**config.mk**
```make
export PLATFORM = sky130hd
export DESIGN_NAME = hazard_controller_flat
export DESIGN_NICKNAME = d
export VERILOG_FILES = /design/src/rtl/hazard_controller_if.sv /design/src/rtl/hazard_controller.sv /design/src/flat_wrapper.sv
export SDC_FILE = /design/constraint.sdc
export NUM_CORES = 1
export LEC_CHECK = 0
export CORE_MARGIN = 2
export CORE_UTILIZATION = 26
export CTS_CLUSTER_DIAMETER = 100
export DETAILED_ROUTE_END_ITERATION = 7
export GPL_TIMING_DRIVEN = 0
export PLACE_DENSITY = 0.82
export SYNTH_ARGS = -nofsm -noshare
export SYNTH_HDL_FRONTEND = slang
export SYNTH_SLANG_ARGS = --single-unit
```
**constraint.sdc**
```tcl
create_clock -name Clk -period 1.7 [get_ports Clk]
set_clock_uncertainty 0.1 [all_clocks]
set_input_delay 0.34 -clock Clk [delete_from_list [all_inputs] [get_ports Clk]]
set_output_delay 0.34 -clock Clk [all_outputs]
set_load 0.01 [all_outputs]
```
**src/rtl/hazard_controller_if.sv**
```systemverilog
`default_nettype none
// ============================================================================
// Module      : hazard_controller_if
// Description : Bundles the pipeline-observation inputs and stall/flush
//               control outputs of the hazard controller.
//               master : pipeline side (drives observations, receives controls)
//               slave  : hazard controller side
//               Signals:
//                 IF_valid, Dec_Rs1_addr, Dec_Rs2_addr, Dec_Rs1_used,
//                 Dec_Rs2_used, Dec_trap, ID_Rd_addr, ID_Mem_rd_en,
//                 EX_Redirect, Resume              (pipeline -> controller)
//                 PC_Stall, IF_Stall, IF_Flush, ID_Stall, ID_Flush, Halted,
//                 Stall_count, Flush_count         (controller -> pipeline)
// Revision    : 1.0 - initial release
// ============================================================================
interface hazard_controller_if #(
  parameter int CNT_WIDTH = 32
);
  logic                 IF_valid;
  logic [4:0]           Dec_Rs1_addr;
  logic [4:0]           Dec_Rs2_addr;
  logic                 Dec_Rs1_used;
  logic                 Dec_Rs2_used;
  logic                 Dec_trap;
  logic [4:0]           ID_Rd_addr;
  logic                 ID_Mem_rd_en;
  logic                 EX_Redirect;
  logic                 Resume;
  logic                 PC_Stall;
  logic                 IF_Stall;
  logic                 IF_Flush;
  logic                 ID_Stall;
  logic                 ID_Flush;
  logic                 Halted;
  logic [CNT_WIDTH-1:0] Stall_count;
  logic [CNT_WIDTH-1:0] Flush_count;

  modport master (
    output IF_valid, Dec_Rs1_addr, Dec_Rs2_addr, Dec_Rs1_used, Dec_Rs2_used,
           Dec_trap, ID_Rd_addr, ID_Mem_rd_en, EX_Redirect, Resume,
    input  PC_Stall, IF_Stall, IF_Flush, ID_Stall, ID_Flush, Halted,
           Stall_count, Flush_count
  );

  modport slave (
    input  IF_valid, Dec_Rs1_addr, Dec_Rs2_addr, Dec_Rs1_used, Dec_Rs2_used,
           Dec_trap, ID_Rd_addr, ID_Mem_rd_en, EX_Redirect, Resume,
    output PC_Stall, IF_Stall, IF_Flush, ID_Stall, ID_Flush, Halted,
           Stall_count, Flush_count
  );
endinterface
`default_nettype wire

```
**src/rtl/hazard_controller.sv**
```systemverilog
`default_nettype none
// ============================================================================
// Module      : hazard_controller
// Description : Stall/flush sequencer for a 5-stage RV32I pipeline. Detects
//               load-use hazards, applies EX-stage redirect flushes and halts
//               the core on a decode trap until Resume. Outputs are Mealy:
//               a hazard is acted on in the cycle it is detected.
//               Ports:
//                 Clk     - pipeline clock
//                 Reset_n - asynchronous active-low reset
//                 bus     - hazard_controller_if.slave (observations in,
//                           stall/flush/halt controls and counters out)
//               Optional feature macro: HAZARD_PERF_CNT_EN
//                 defined   - saturating Stall_count / Flush_count counters
//                 undefined - both counters tied to 0, no flops built
//               CNT_WIDTH must match the CNT_WIDTH of the connected interface.
// Revision    : 1.0 - initial release
// ============================================================================
module hazard_controller #(
  parameter int LOAD_USE_CYCLES = 1,  // 1..4
  parameter int FLUSH_CYCLES    = 1,  // 1..4
  parameter int CNT_WIDTH       = 32
) (
  input  wire logic          Clk,
  input  wire logic          Reset_n,
  hazard_controller_if.slave bus
);

  localparam logic [1:0] ST_RUN     = 2'd0;
  localparam logic [1:0] ST_LU_WAIT = 2'd1;
  localparam logic [1:0] ST_FLUSH   = 2'd2;
  localparam logic [1:0] ST_HALT    = 2'd3;

  // Remaining-cycle reload values: the detecting cycle is the first bubble /
  // flush cycle, so the wait states only cover the extra ones.
  localparam logic [1:0] c_LU_RELOAD = 2'(LOAD_USE_CYCLES - 1);
  localparam logic [1:0] c_FL_RELOAD = 2'(FLUSH_CYCLES - 1);
  localparam bit         c_LU_MULTI  = (LOAD_USE_CYCLES > 1);
  localparam bit         c_FL_MULTI  = (FLUSH_CYCLES > 1);

  logic [1:0] state_q, state_d;
  logic [1:0] remain_q, remain_d;

  logic w_rs1_hit, w_rs2_hit, w_load_use;
  logic w_pc_stall, w_if_stall, w_if_flush, w_id_stall, w_id_flush;

  always_comb begin
    w_rs1_hit  = bus.Dec_Rs1_used && (bus.Dec_Rs1_addr == bus.ID_Rd_addr);
    w_rs2_hit  = bus.Dec_Rs2_used && (bus.Dec_Rs2_addr == bus.ID_Rd_addr);
    w_load_use = bus.ID_Mem_rd_en && (bus.ID_Rd_addr != 5'd0) && bus.IF_valid
                 && (w_rs1_hit || w_rs2_hit);
  end

  always_comb begin
    state_d    = state_q;
    remain_d   = remain_q;
    w_pc_stall = 1'b0;
    w_if_stall = 1'b0;
    w_if_flush = 1'b0;
    w_id_stall = 1'b0;
    w_id_flush = 1'b0;
    case (state_q)
      ST_RUN: begin
        if (bus.EX_Redirect) begin
          w_if_flush = 1'b1;
          w_id_flush = 1'b1;
          if (c_FL_MULTI) begin
            state_d  = ST_FLUSH;
            remain_d = c_FL_RELOAD;
          end
        end else if (bus.Dec_trap && bus.IF_valid) begin
          // Trapping instruction is squashed before it reaches ID/EX.
          w_id_flush = 1'b1;
          w_pc_stall = 1'b1;
          w_if_stall = 1'b1;
          state_d    = ST_HALT;
        end else if (w_load_use) begin
          w_pc_stall = 1'b1;
          w_if_stall = 1'b1;
          w_id_stall = 1'b1;
          if (c_LU_MULTI) begin
            state_d  = ST_LU_WAIT;
            remain_d = c_LU_RELOAD;
          end
        end
      end
      ST_LU_WAIT: begin
        if (bus.EX_Redirect) begin
          // Redirect pre-empts the remaining bubbles; flush dominates stall.
          w_if_flush = 1'b1;
          w_id_flush = 1'b1;
          if (c_FL_MULTI) begin
            state_d  = ST_FLUSH;
            remain_d = c_FL_RELOAD;
          end else begin
            state_d  = ST_RUN;
            remain_d = 2'd0;
          end
        end else begin
          w_pc_stall = 1'b1;
          w_if_stall = 1'b1;
          w_id_stall = 1'b1;
          if (remain_q == 2'd1) begin
            state_d  = ST_RUN;
            remain_d = 2'd0;
          end else begin
            remain_d = remain_q - 2'd1;
          end
        end
      end
      ST_FLUSH: begin
        // Decode contents are wrong-path: traps and load-use are ignored.
        w_if_flush = 1'b1;
        w_id_flush = 1'b1;
        if (bus.EX_Redirect && c_FL_MULTI) begin
          remain_d = c_FL_RELOAD;
        end else if (bus.EX_Redirect || (remain_q == 2'd1)) begin
          state_d  = ST_RUN;
          remain_d = 2'd0;
        end else begin
          remain_d = remain_q - 2'd1;
        end
      end
      ST_HALT: begin
        w_pc_stall = 1'b1;
        w_if_stall = 1'b1;
        w_id_flush = 1'b1;
        if (bus.Resume) begin
          state_d  = ST_RUN;
          remain_d = 2'd0;
        end
      end
      default: begin
        state_d  = ST_RUN;
        remain_d = 2'd0;
      end
    endcase
  end

  always_ff @(posedge Clk or negedge Reset_n) begin
    if (!Reset_n) begin
      state_q  <= ST_RUN;
      remain_q <= 2'd0;
    end else begin
      state_q  <= state_d;
      remain_q <= remain_d;
    end
  end

  // Gated with Reset_n so the Mealy outputs are quiet for the whole reset.
  assign bus.PC_Stall = Reset_n & w_pc_stall;
  assign bus.IF_Stall = Reset_n & w_if_stall;
  assign bus.IF_Flush = Reset_n & w_if_flush;
  assign bus.ID_Stall = Reset_n & w_id_stall;
  assign bus.ID_Flush = Reset_n & w_id_flush;
  assign bus.Halted   = Reset_n & (state_q == ST_HALT);

`ifdef HAZARD_PERF_CNT_EN
  localparam logic [CNT_WIDTH-1:0] c_CNT_ONE = 1;

  logic [CNT_WIDTH-1:0] stall_cnt_q;
  logic [CNT_WIDTH-1:0] flush_cnt_q;

  always_ff @(posedge Clk or negedge Reset_n) begin
    if (!Reset_n) begin
      stall_cnt_q <= '0;
      flush_cnt_q <= '0;
    end else begin
      if (w_id_stall && !(&stall_cnt_q)) begin
        stall_cnt_q <= stall_cnt_q + c_CNT_ONE;
      end
      if (w_if_flush && !(&flush_cnt_q)) begin
        flush_cnt_q <= flush_cnt_q + c_CNT_ONE;
      end
    end
  end

  assign bus.Stall_count = stall_cnt_q;
  assign bus.Flush_count = flush_cnt_q;
`else
  assign bus.Stall_count = '0;
  assign bus.Flush_count = '0;
`endif

endmodule
`default_nettype wire

```
**src/flat_wrapper.sv**
```systemverilog
// flat-port wrapper written by rule: the top's interface ports become plain ports
module hazard_controller_flat 
#(
  parameter int LOAD_USE_CYCLES = 1,         
  parameter int FLUSH_CYCLES    = 1,         
  parameter int CNT_WIDTH       = 32
)
  (Clk, Reset_n, bus_IF_valid, bus_Dec_Rs1_addr, bus_Dec_Rs2_addr, bus_Dec_Rs1_used, bus_Dec_Rs2_used, bus_Dec_trap, bus_ID_Rd_addr, bus_ID_Mem_rd_en, bus_EX_Redirect, bus_Resume, bus_PC_Stall, bus_IF_Stall, bus_IF_Flush, bus_ID_Stall, bus_ID_Flush, bus_Halted, bus_Stall_count, bus_Flush_count);
  hazard_controller_if #(.CNT_WIDTH(CNT_WIDTH)) bus_i ();
  input  wire logic Clk;
  input  wire logic Reset_n;
  input wire logic [$bits(bus_i.IF_valid)-1:0] bus_IF_valid;
  input wire logic [$bits(bus_i.Dec_Rs1_addr)-1:0] bus_Dec_Rs1_addr;
  input wire logic [$bits(bus_i.Dec_Rs2_addr)-1:0] bus_Dec_Rs2_addr;
  input wire logic [$bits(bus_i.Dec_Rs1_used)-1:0] bus_Dec_Rs1_used;
  input wire logic [$bits(bus_i.Dec_Rs2_used)-1:0] bus_Dec_Rs2_used;
  input wire logic [$bits(bus_i.Dec_trap)-1:0] bus_Dec_trap;
  input wire logic [$bits(bus_i.ID_Rd_addr)-1:0] bus_ID_Rd_addr;
  input wire logic [$bits(bus_i.ID_Mem_rd_en)-1:0] bus_ID_Mem_rd_en;
  input wire logic [$bits(bus_i.EX_Redirect)-1:0] bus_EX_Redirect;
  input wire logic [$bits(bus_i.Resume)-1:0] bus_Resume;
  output wire logic [$bits(bus_i.PC_Stall)-1:0] bus_PC_Stall;
  output wire logic [$bits(bus_i.IF_Stall)-1:0] bus_IF_Stall;
  output wire logic [$bits(bus_i.IF_Flush)-1:0] bus_IF_Flush;
  output wire logic [$bits(bus_i.ID_Stall)-1:0] bus_ID_Stall;
  output wire logic [$bits(bus_i.ID_Flush)-1:0] bus_ID_Flush;
  output wire logic [$bits(bus_i.Halted)-1:0] bus_Halted;
  output wire logic [$bits(bus_i.Stall_count)-1:0] bus_Stall_count;
  output wire logic [$bits(bus_i.Flush_count)-1:0] bus_Flush_count;
  assign bus_i.IF_valid = bus_IF_valid;
  assign bus_i.Dec_Rs1_addr = bus_Dec_Rs1_addr;
  assign bus_i.Dec_Rs2_addr = bus_Dec_Rs2_addr;
  assign bus_i.Dec_Rs1_used = bus_Dec_Rs1_used;
  assign bus_i.Dec_Rs2_used = bus_Dec_Rs2_used;
  assign bus_i.Dec_trap = bus_Dec_trap;
  assign bus_i.ID_Rd_addr = bus_ID_Rd_addr;
  assign bus_i.ID_Mem_rd_en = bus_ID_Mem_rd_en;
  assign bus_i.EX_Redirect = bus_EX_Redirect;
  assign bus_i.Resume = bus_Resume;
  assign bus_PC_Stall = bus_i.PC_Stall;
  assign bus_IF_Stall = bus_i.IF_Stall;
  assign bus_IF_Flush = bus_i.IF_Flush;
  assign bus_ID_Stall = bus_i.ID_Stall;
  assign bus_ID_Flush = bus_i.ID_Flush;
  assign bus_Halted = bus_i.Halted;
  assign bus_Stall_count = bus_i.Stall_count;
  assign bus_Flush_count = bus_i.Flush_count;
  hazard_controller #(.LOAD_USE_CYCLES(LOAD_USE_CYCLES), .FLUSH_CYCLES(FLUSH_CYCLES), .CNT_WIDTH(CNT_WIDTH)) u_core (.Clk(Clk), .Reset_n(Reset_n), .bus(bus_i));
endmodule
```
### Word-level counts from Yosys, hierarchy flattened

Cells that the tools add are included.

* register bits: 4
* bits of input ports: 24
* logic and storage cells: 58

* add/subtract/negate cells: 1
* eq/ne operators: 11
* multiplexer cells: 24
* bitwise gates (word level): 5
* reduce and logical (&&, ||, !) cells: 15

Operators by type and width (count)
* 2-to-1 mux 2 bit: 9
* equality test 5 bit: 2
* 2-to-1 mux 1 bit: 9
* one-hot mux 2 bit (4 select lines): 1
* logical AND 1 bit: 6
* one-hot mux 1 bit (3 select lines): 2
* one-hot mux 2 bit (3 select lines): 1
* bitwise AND 1 bit: 5
* AND reduction 5 bit: 1
* nonzero test 5 bit: 1
* equality test 2 x 1 -> 1 bit (second input constant): 2
* equality test 2 bit (second input constant): 2
* inequality test 2 x 1 -> 1 bit (second input constant): 2
* inequality test 2 bit (second input constant): 2
* one-hot mux 1 bit (2 select lines): 2
* OR reduction 2 bit: 2
* inequality test 3 x 2 -> 1 bit (second input constant): 1
* nonzero test 3 bit: 1
* logical NOT 2 bit: 1
* logical OR 1 bit: 2
* AND reduction 2 bit: 1
* subtractor 2 x 1 -> 2 bit (second input constant): 1

### Longest topological paths before layout

* depth after elaboration: 9
* depth in mapped cells: 5
* gate-level depth less buffers: 4

### Worst setup path before layout

OpenSTA, ideal clock, no wires.

* path type: input port to output port
* from: input bus_ID_Rd_addr[3]
* to: output bus_PC_Stall
* arrival: 1.351 ns
* data required time: 1.260 ns
* slack: -0.091 ns
* stages: 5
* cell sequence: xor2_1 > nor4_2 > a32oi_1 > o2bb2ai_1 > buf_4

* word-level cells in the longest chain between the ends: 9

Ends and longest elaborated chain
* start, declared: line flat_wrapper.sv:18 `input wire logic [$bits(bus_i.ID_Rd_addr)-1:0] bus_ID_Rd_addr;`
* equality test 5 bit, or another cell as far along: line hazard_controller.sv:48 `w_rs1_hit = bus.Dec_Rs1_used && (bus.Dec_Rs1_addr == bus.ID_Rd_addr);`
* logical AND 1 bit (on tied branches): line hazard_controller.sv:48, hazard_controller.sv:49, hazard_controller.sv:50
* logical OR 1 bit or logical AND 1 bit (tied branches): line hazard_controller.sv:51, hazard_controller.sv:50
* logical AND 1 bit *: line hazard_controller.sv:51 `&& (w_rs1_hit || w_rs2_hit);`
* 2-to-1 mux 1 bit * (3 in series)
* one-hot mux 1 bit (3 select lines) *
* bitwise AND 1 bit *
* end, declared: line flat_wrapper.sv:22 `output wire logic [$bits(bus_i.PC_Stall)-1:0] bus_PC_Stall;`

Mark *: on every way between the ends. The rest lies on a longest branch, timed or not.

### Worst setup path in the final report

* from: input bus_Dec_Rs1_addr[3]
* to: output bus_ID_Stall

* word-level cells in the longest chain between the ends: 9

Ends and longest elaborated chain
* start, declared: line flat_wrapper.sv:13 `input wire logic [$bits(bus_i.Dec_Rs1_addr)-1:0] bus_Dec_Rs1_addr;`
* equality test 5 bit: line hazard_controller.sv:48
* logical AND 1 bit: line hazard_controller.sv:48
* logical OR 1 bit: line hazard_controller.sv:51
* logical AND 1 bit: line hazard_controller.sv:51
* 2-to-1 mux 1 bit: line hazard_controller.sv:77 `end else if (w_load_use) begin`
* 2-to-1 mux 1 bit: line hazard_controller.sv:71 `end else if (bus.Dec_trap && bus.IF_valid) begin`
* 2-to-1 mux 1 bit: line hazard_controller.sv:64 `if (bus.EX_Redirect) begin`
* one-hot mux 1 bit (2 select lines): line hazard_controller.sv:62 `case (state_q)`
* bitwise AND 1 bit: line hazard_controller.sv:154 `assign bus.ID_Stall = Reset_n & w_id_stall;`
* end, declared: line flat_wrapper.sv:25 `output wire logic [$bits(bus_i.ID_Stall)-1:0] bus_ID_Stall;`

Every way passes these cells.

==> results.json <==
{
  "grt_start_max_net_pins": 5,
  "wl_per_cell_um": 6.82,
  "antenna_cells": 0,
  "violations": "setup timing",
  "ff2ff_path_depth": 3,
  "required_ns": 1.26,
  "grt_pass1_wl_mm": 2.07,
  "power.internal_w": 0.000216,
  "regMostFlops": "u_core.state_q",
  "p_per_area_mw_per_mm2": 268,
  "grt_antenna_before_repair": 0,
  "design.die.area_mm2": 0.00328,
  "outcome": "finished, violations left",
  "wl_mm": 1.54,
  "layout_min_cycle_time_ns": 2.05,
  "grt_pass1_vias": 519,
  "end_kind": "output port",
  "syn_area_um2": 737,
  "hold_viol": 0,
  "cp-endpoint": "bus_ID_Stall",
  "switching_share": 0.406,
  "worstPathArrival_ns": 1.61,
  "largest_reg_flops": 1,
  "place_area_mm2": 0.00131,
  "synth.top_cell.area_share": 0.662,
  "rrSetupSlack_ns": 0.60,
  "reg2reg_to": "u_core.state_q[0]$_DFFE_PN0P_",
  "ios": 94,
  "rsz0062_at_grt": "yes",
  "p_total_w": 0.000365,
  "power_frac_comb": 0.916,
  "fin_area_mm2": 0.00136,
  "grt_use_total": 0.0767,
  "nNetsFinal": 221,
  "reg2reg_from": "u_core.state_q[0]$_DFFE_PN0P_",
  "slew_violations": 0,
  "setup_viol": 3,
  "yosys_warnings": 0,
  "tns_ns": -0.915,
  "fmax_mhz": 489,
  "path_class": "in2out",
  "start_util": 0.270,
  "ant_nets": 0,
  "place.gp.congestion": 0.704,
  "postSynthCellCount": 98,
  "cap_violations": 0,
  "overflow": 0,
  "final_util": 0.497,
  "dpl.hpwl_mm": 1.45,
  "setup_ws_ns": -0.346,
  "min_path_type": "in2async",
  "die_h_um": 57.2,
  "multiInputGateArea_um2": 518,
  "peakVddDrop_v": 0.000210,
  "num_rows": 19,
  "power_frac_clock": 0,
  "start_kind": "input port",
  "cp_max_fo": 2,
  "drc": 0,
  "ys_seq_area_frac": 0.0340,
  "vias_per_cell": 3.04,
  "p_switching_w": 0.000148,
  "netlist_top_cells_area": "buf_4 66%, xor2_1 9.5%, dfrtp_1 3.4%, xnor2_1 2.4%, nor2_1 2.0%",
  "p_leak_nw": 0.858,
  "avgSynthCellArea_um2": 7.52,
  "numPortBuffers": 29,
  "clock_latency_ns": 0,
  "drt-initial-drc-count": 6,
  "die_x_um": 57.2,
  "vias": 688,
  "whs_ns": 0.168,
  "netlist-cell-type-count": 21,
  "fin_crit_sh": 1.20,
  "drive_above_1_share": 0.482,
  "startpoint": "bus_Dec_Rs1_addr[3]",
  "fillers": 268,
  "synth_top_cell_by_area": "buf_4",
  "first_pass_iters": 2,
  "layout-area-overhead-vs-synth_pct": 84.5,
  "pwr-share-seq": 0.084,
  "ff_latch_area_um2": 25.0,
  "clkTransAtPathRegs_ns": 0,
  "reg_top3": "u_core.state_q: 1 flops",
  "coreArea_mm2": 0.00273,
  "synth_seq_cells": 1
}
==> power by group through the flow <==
stage	combinational [W]	clock, W	sequential, W
2_1_floorplan	0.000225	0	0.0000296
3_3_place_gp	0.000311	0	0.0000304
3_5_place_dp	0.000312	0	0.0000306
4_1_cts	0.000321	0	0.0000306
5_1_grt	0.000362	0	0.0000310
6_report	0.000334	0	0.0000305
==> placed cells by master (no fill, tap or decap), drive strengths merged <==
cell,synthesis,routed
o2bb2ai,1,1
buf,65,83
a21o,1,1
nor4,2,2
nand3,1,1
nand2b,1,1
xor2,8,8
clkbuf,0,2
dlygate4sd2,0,6
clkdlybuf4s15,0,2
nand4,1,1
nor2,4,4
inv,1,1
clkdlybuf4s50,0,5
dlymetal6s2s,0,1
xnor2,2,2
and3,1,1
a32oi,1,1
nor4b,1,1
and2,3,3
dfrtp,1,1
nand2,2,2
nor3,1,1
conb,1,64
==> worst min path at each step <==
stage	slack [ns]	depth (start not counted)	startpoint	to
final	0.17	1	Reset_n	u_core.state_q[0]$_DFFE_PN0P_
after global routing	0.18	1	Reset_n	u_core.state_q[0]$_DFFE_PN0P_
after CTS	0.17	1	Reset_n	u_core.state_q[0]$_DFFE_PN0P_
after detailed placement	0.43	1	Reset_n	u_core.state_q[0]$_DFFE_PN0P_
after global placement	0.43	1	Reset_n	u_core.state_q[0]$_DFFE_PN0P_
after floorplan	-0.06	0	Reset_n	u_core.state_q[0]$_DFFE_PN0P_
==> per-layer routing <==
| metal | share of wire | global-route usage | vias up |
|---|---|---|---|
| li1 | - | - | 374 |
| met1 | 0.33 | 0.0800 | 253 |
| met2 | 0.48 | 0.158 | 61 |
| met3 | 0.19 | 0.0227 | 0 |
| met4 | 0 | 0 | 0 |
| met5 | 0 | 0 | - |
==> through the flow <==
step	setup slack (ns)	instances
finish	-0.346	226
global route	-0.448	226
CTS	-0.368	224
detailed placement	-1.13	221
global placement	-1.10	221
floorplan	-0.00399	161
==> worst max-delay path, cell delays in order <==
cell	delay (ns)
buf_6	0.09
xor2_1	0.15
nor4_2	0.32
a32oi_2	0.17
buf_4	0.17
nor4b_4	0.20
buf_2	0.17
==> synthesized netlist by cell type <==
| library cell | instances |
|---|---|
| buf_4 | 65 |
| xor2_1 | 8 |
| nor2_1 | 4 |
| and2_1 | 2 |
| nand2_1 | 2 |
| xnor2_1 | 2 |
| a21o_1 | 1 |
| a32oi_1 | 1 |
| and2_0 | 1 |
| and3_1 | 1 |
| conb_1 | 1 |
| dfrtp_1 | 1 |
| inv_1 | 1 |
| nand2b_1 | 1 |
| nand3_1 | 1 |
| nand4_1 | 1 |
| nor3_1 | 1 |
| nor4_1 | 1 |
| nor4_2 | 1 |
| nor4b_2 | 1 |
| o2bb2ai_1 | 1 |
==> cell families after synthesis <==
| group | Yosys count | synth area share |
|---|---|---|
| AO/OA/AOI/OAI | 3 | 0.0340 |
| XOR/XNOR | 10 | 0.119 |
| buffers and inverters | 66 | 0.667 |
| flip-flops | 1 | 0.0340 |
| other | 1 | 0.00509 |
| AND/OR/NAND/NOR | 17 | 0.141 |
==> layout make-up <==
type                            instances  area share
Multi-Input combinational cell         94       0.381
Tap cell                               31      0.0285
Sequential cell                         1      0.0184
Inverter                                1     0.00276
Buffer                                 65       0.362
Timing Repair Buffer                   34       0.208
==> repair_timing <==
action,CTS,global route
pin swaps,12,6
buffers inserted,3,2
endpoints found under the setup margin,6,5
gates resized for setup,76,7
hold buffers,0,0
(Power assumes the default switching activity.)
